`src/rtl/qbert_jump_ctrl.sv`:
```
// qbert_jump_ctrl: Q*bert move sequencer; turns direction commands into sprite-layer jumps
// and tracks position, visited cubes, score, lives and level/game state.
module qbert_jump_ctrl #(
    parameter int N_ROWS   = 7,
    parameter int N_CUBE   = N_ROWS * (N_ROWS + 1) / 2,
    parameter int PTS_CUBE = 25,
    parameter int N_LIVES  = 3
) (
    input  logic              clk,
    input  logic              reset,
    input  logic              e_restart,
    input  logic              cmd_valid,
    input  logic [2:0]        cmd_dir,
    output logic              cmd_ready,
    input  logic              done_move,
    input  logic [2:0]        state_qb,
    output logic [2:0]        e_jump_qb,
    output logic [N_CUBE-1:0] position_qb,
    output logic [N_CUBE-1:0] e_next_qb,
    output logic              e_bad_jump,
    output logic [N_CUBE-1:0] visited,
    output logic [15:0]       score,
    output logic [1:0]        lives,
    output logic              level_clear,
    output logic              game_over
);
    localparam int RW = $clog2(N_ROWS) + 1;
    localparam int IW = $clog2(N_CUBE);
    localparam int NB = 2 ** (RW - 1);
    localparam logic [2:0] IDLE = 3'b010;
    localparam logic signed [RW-1:0] MAX_ROW = RW'(N_ROWS - 1);
    localparam logic [N_CUBE-1:0] CUBE0 = N_CUBE'(1);

    typedef enum logic [2:0] {READY, LAUNCH, FLIGHT, COMMIT, SETTLE, RESPAWN} state_t;

    state_t state_q, state_d;
    logic signed [RW-1:0] row_q, row_d, col_q, col_d, tgt_row_q, tgt_row_d, tgt_col_q, tgt_col_d, tr, tc;
    logic [2:0] jump_q, jump_d;
    logic [N_CUBE-1:0] pos_q, pos_d, next_q, next_d, vis_q, vis_d, tgt_hot;
    logic bad_q, bad_d, clear_q, clear_d, over_q, over_d, bad, accept;
    logic [15:0] score_q, score_d;
    logic [16:0] score_sum;
    logic [1:0] lives_q, lives_d;
    logic [IW-1:0] row_base [NB];
    logic [IW-1:0] idx;

    genvar g;
    for (g = 0; g < NB; g++) begin : g_base
        assign row_base[g] = IW'(g * (g + 1) / 2);
    end

    assign cmd_ready = state_q == READY && state_qb == IDLE && !clear_q && !over_q;
    assign accept    = cmd_valid && cmd_ready && cmd_dir != 3'd0 && cmd_dir <= 3'd4;
    assign tr        = row_q + ((cmd_dir == 3'd1 || cmd_dir == 3'd2) ? RW'(1) : '1);
    assign tc        = col_q + (cmd_dir == 3'd1 ? RW'(1) : cmd_dir == 3'd4 ? '1 : '0);
    assign bad       = tr[RW-1] || tr > MAX_ROW || tc[RW-1] || tc > tr;
    assign idx       = row_base[tr[RW-2:0]] + IW'(tc[RW-2:0]);
    assign tgt_hot   = bad ? '0 : CUBE0 << idx;
    assign score_sum = {1'b0, score_q} + 17'(PTS_CUBE);

    always_comb begin
        state_d   = state_q;
        row_d     = row_q;
        col_d     = col_q;
        tgt_row_d = tgt_row_q;
        tgt_col_d = tgt_col_q;
        jump_d    = jump_q;
        pos_d     = pos_q;
        next_d    = next_q;
        vis_d     = vis_q;
        bad_d     = bad_q;
        score_d   = score_q;
        lives_d   = lives_q;
        clear_d   = clear_q;
        over_d    = over_q;
        case (state_q)
            READY: if (accept) begin
                jump_d    = cmd_dir;
                next_d    = tgt_hot;
                bad_d     = bad;
                tgt_row_d = tr;
                tgt_col_d = tc;
                state_d   = LAUNCH;
            end
            LAUNCH: state_d = done_move ? LAUNCH : FLIGHT;
            FLIGHT: state_d = !done_move ? FLIGHT : bad_q ? RESPAWN : COMMIT;
            COMMIT: begin
                pos_d   = next_q;
                row_d   = tgt_row_q;
                col_d   = tgt_col_q;
                vis_d   = vis_q | next_q;
                score_d = |(vis_q & next_q) ? score_q : score_sum[16] ? 16'hFFFF : score_sum[15:0];
                clear_d = clear_q | &(vis_q | next_q);
                state_d = SETTLE;
            end
            SETTLE: state_d = state_qb == IDLE ? READY : SETTLE;
            RESPAWN: if (state_qb == IDLE) begin
                lives_d = lives_q == 2'd0 ? 2'd0 : lives_q - 2'd1;
                over_d  = over_q | lives_q == 2'd1;
                row_d   = '0;
                col_d   = '0;
                pos_d   = CUBE0;
                next_d  = CUBE0;
                bad_d   = 1'b0;
                state_d = READY;
            end
            default: state_d = READY;
        endcase
    end

    always_ff @(posedge clk) begin
        if (reset || e_restart) begin
            state_q   <= READY;
            row_q     <= '0;
            col_q     <= '0;
            tgt_row_q <= '0;
            tgt_col_q <= '0;
            jump_q    <= '0;
            pos_q     <= CUBE0;
            next_q    <= CUBE0;
            vis_q     <= CUBE0;
            bad_q     <= 1'b0;
            score_q   <= '0;
            lives_q   <= 2'(N_LIVES);
            clear_q   <= 1'b0;
            over_q    <= 1'b0;
        end else begin
            state_q   <= state_d;
            row_q     <= row_d;
            col_q     <= col_d;
            tgt_row_q <= tgt_row_d;
            tgt_col_q <= tgt_col_d;
            jump_q    <= jump_d;
            pos_q     <= pos_d;
            next_q    <= next_d;
            vis_q     <= vis_d;
            bad_q     <= bad_d;
            score_q   <= score_d;
            lives_q   <= lives_d;
            clear_q   <= clear_d;
            over_q    <= over_d;
        end
    end

    assign e_jump_qb   = jump_q;
    assign position_qb = pos_q;
    assign e_next_qb   = next_q;
    assign e_bad_jump  = bad_q;
    assign visited     = vis_q;
    assign score       = score_q;
    assign lives       = lives_q;
    assign level_clear = clear_q;
    assign game_over   = over_q;
endmodule

```
`config.mk`:
```
export PLATFORM = sky130hd
export DESIGN_NAME = qbert_jump_ctrl
export DESIGN_NICKNAME = d
export VERILOG_FILES = /design/src/rtl/qbert_jump_ctrl.sv
export SDC_FILE = /design/constraint.sdc
export NUM_CORES = 1
export LEC_CHECK = 0
export CELL_PAD_IN_SITES_DETAIL_PLACEMENT = 1
export CELL_PAD_IN_SITES_GLOBAL_PLACEMENT = 1
export CORE_MARGIN = 2
export CORE_UTILIZATION = 38
export DETAILED_ROUTE_END_ITERATION = 16
export PLACE_DENSITY = 0.89
export SYNTH_ARGS = -nofsm -noshare
export SYNTH_HDL_FRONTEND = slang
export SYNTH_SLANG_ARGS = --single-unit
export TNS_END_PERCENT = 20
```
`constraint.sdc`:
```
create_clock -name clk -period 4.35 [get_ports clk]
set_input_delay 0.87 -clock clk [delete_from_list [all_inputs] [get_ports clk]]
set_output_delay 0.87 -clock clk [all_outputs]
set_load 0.01 [all_outputs]
```
==> results.toml <==
[status]
status = "completed"

[logic_synthesis]
synth-seq-cells = 127
async_flop_share_pct = 0
synth.net_count = 649
synth_area_leaders = "dfxtp_1, nor2_1, a21oi_1, a22oi_1, nand2_1"
synth_flop_cell = "dfxtp_1"
ys_seq_area_share_pct = 46.8
yosysTopAreaCell = "dfxtp_1"
yosys_warnings = 0
synth_edf_count = 0
netlist_area_sq_um = 5430
synth_cell_types = 64
synth_top_area_share_pct = 46.8
netlist_instances = 620
syn_avg_cell_area_sq_um = 8.76

[place]
placed_area_sq_um = 6870
dp_slack_ns = -0.337
dp.cells = 905
placement.io_buffers = 119
gp_congestion = 0.915
hpwlAfterDp_um = 13600

[route]
drt_iter0_markers = 313
wl_met2_um = 10300
route.detailed.drc = 0
ant_nets = 0
wl_met1_um = 8190
routed-wl-met3_um = 1200
via_count = 5525
avgRoutedWirePerCell_um = 21.7
viasPerCell = 5.87
drt_wl_total_um = 20400
first_pass_iters = 5
top_layer = "met4"

[power_and_ir_drop]
leakage_nw = 2.72
ir_drop_uv = 254
power.total_mw = 2.84
power_density_nw_per_um2 = 374

[sta]
slew_violations = 0
fin_setup_tns_ns = 0
timing.fmax_mhz = 237
skew_ns = 0.0119
finalHoldWorstSlack_ns = 0.452
min_period_ns = 4.23
final_hold_viol_count = 0
maxSlewHeadroom_pct = 17.8
finalSetupViolCount = 0
max_slew.worst_pin.slew_ns = 1.23
final.setup.worst_slack_ns = 0.122
post-route-period-util_pct = 97.2

[global_route]
grt_max_degree = 66
grt_pass1_vias = 5721
overflow = 0
grt_usage_pct = 26.8
antenna_found_initial = 0
grt_pass1_wl_um = 30900

[run]
cap_viol_max_count = 0

[layout]
fin_util_pct = 54.4
drive_gt1_share_pct = 10.8
fin_area_sq_um = 7580
final_cells = 941
antenna_cells = 0
area_growth_pct = 39.6
fin_nets = 777

[die]
die_h_um = 124
die_width_um = 124
initial_core_util_pct = 39.0
fp.coreArea_sq_um = 13900
dieArea_sq_um = 15300
num_rows = 43
num_io_pins = 120

[clock_tree]
clock_latency_ns = 0.43
cts_root_buffer = "clkbuf_16"
h-tree-depth = 4
cts_tree = "done"
path_clk_slew_ns = 0.06
cts_inserted_buffers = 17
cts.sink_count = 127
clockBufferDepth = 2

[setup_path]
critPathMaxFanout = 7
crit_type = "primary input to register"
end_kind = "register"
critPathRequiredTime_ns = 4.71
start_kind = "primary input"
crit_arrival_ns = 4.59

[hold_path]
hp-class = "register to register"
[report_power, final]
group	internal [mW]	switching, mW	total, mW
logic	0.0613	0.0960	0.157
clock network	0.944	0.571	1.52
registers	1.16	0.000802	1.16
total	2.17	0.668	2.84
[placed cells by master, fill, tap and decap left out, types with 4 or more instances in the layout]
| cell type | count |
|---|---|
| a311oi_1 | 4 |
| clkbuf_16 | 17 |
| a22oi_1 | 35 |
| nand3_1 | 16 |
| a21o_1 | 4 |
| xnor2_1 | 7 |
| inv_1 | 16 |
| nand2_1 | 60 |
| o22ai_1 | 12 |
| a221oi_1 | 4 |
| and3_1 | 7 |
| a211oi_1 | 8 |
| dfxtp_1 | 127 |
| nor3_1 | 11 |
| ha_1 | 14 |
| o21ai_0 | 19 |
| a31oi_1 | 7 |
| a21oi_1 | 58 |
| nor2b_1 | 4 |
| nor2_1 | 80 |
| buf_4 | 24 |
| clkinv_4 | 6 |
| clkdlybuf4s50_1 | 119 |
| o21ai_1 | 7 |
| nand2b_1 | 5 |
| nand4_1 | 7 |
| xor2_1 | 4 |
| a22o_1 | 6 |
| and4_1 | 4 |
[cell families after synthesis]
kind of cell | synth area share (%)
and+or+nand+nor | 20.1
AOI/OAI and AO/OA | 22.1
DFF | 46.8
adders and majority gates | 4.75
xor gates and xnor gates | 2.54
buffers and inverters | 3.73
[flip-flops by register name, summed over array words and instances, names as in the netlist, 2 cells and up]
register     cells
visited         28
tgt_col_q        4
state_q          3
e_jump_qb        3
row_q            4
tgt_row_q        4
col_q            4
lives            2
score           16
position_qb     28
e_next_qb       28
[worst max-delay path, stage by stage]
cell and delay, ns:
clkdlybuf4s50_1 0.66, xnor2_1 0.17, nor2_1 0.06, ha_1 0.22, fa_1 0.44, xor2_1 0.21
ha_1 0.35, a211o_1 0.30, o211ai_1 0.23, nand2_1 0.14, nor4_4 0.32, buf_4 0.21
nor4b_4 0.23, a22o_1 0.17
[synth_stat cells, types with 3 or more instances]
master and instances:
a22o_1 6, a221oi_1 4, xor2_1 4, a31o_2 3, clkbuf_1 25, a21oi_1 58
o31ai_1 3, a21o_1 4, o22ai_1 12, a22oi_1 35, a31oi_1 7, or3_1 3
nand2b_1 5, o21ai_0 29, a311oi_1 4, dfxtp_1 127, and4_1 4, nor2_1 83
nor2b_1 4, ha_1 15, buf_1 5, and3_1 7, nand4_1 7, nor3_1 11
fa_1 3, xnor2_1 9, nand3_1 16, a211oi_1 8, inv_1 17, or2_2 3
nand2_1 60
[final timing paths]
path,to,slack [ns],start,cells past startpoint
setup / recovery,e_next_qb[20]$_SDFFE_PP0P_,0.12,cmd_dir[2],14
hold / removal,row_q[3]$_SDFFE_PP0P_,0.45,tgt_row_q[3]$_SDFFE_PP0P_,2
setup reg to reg,e_next_qb[3]$_SDFFE_PP0P_,0.98,row_q[0]$_SDFFE_PP0P_,12
hold reg to reg,row_q[3]$_SDFFE_PP0P_,0.45,tgt_row_q[3]$_SDFFE_PP0P_,2
[metal layers]
metal  vias up  track usage (%)
li1       2499                -
met1      2720             30.2
met2       243             47.1
met3        63             5.35
met4         0             15.0
met5         -                0
[final cells by class]
cell class,count,area (sq um)
fill,1579,6360
multi-input combinational,442,2740
sequential,127,2540
timing repair buffer,143,1370
clock buffer,19,453
tap,180,225
clock inverter,13,179
inverter,17,63.8
[repair_timing]
| item | CTS | global route |
|---|---|---|
| hold buffers | 0 | 0 |
| endpoints found under the setup margin | 2 | 28 |
| pin swaps | 1 | 3 |
| resized for setup | 0 | 19 |
| endpoints found under the hold margin | 0 | 0 |
| setup buffers | 2 | 2 |
Note: power is estimated with default switching activity, not from simulation.
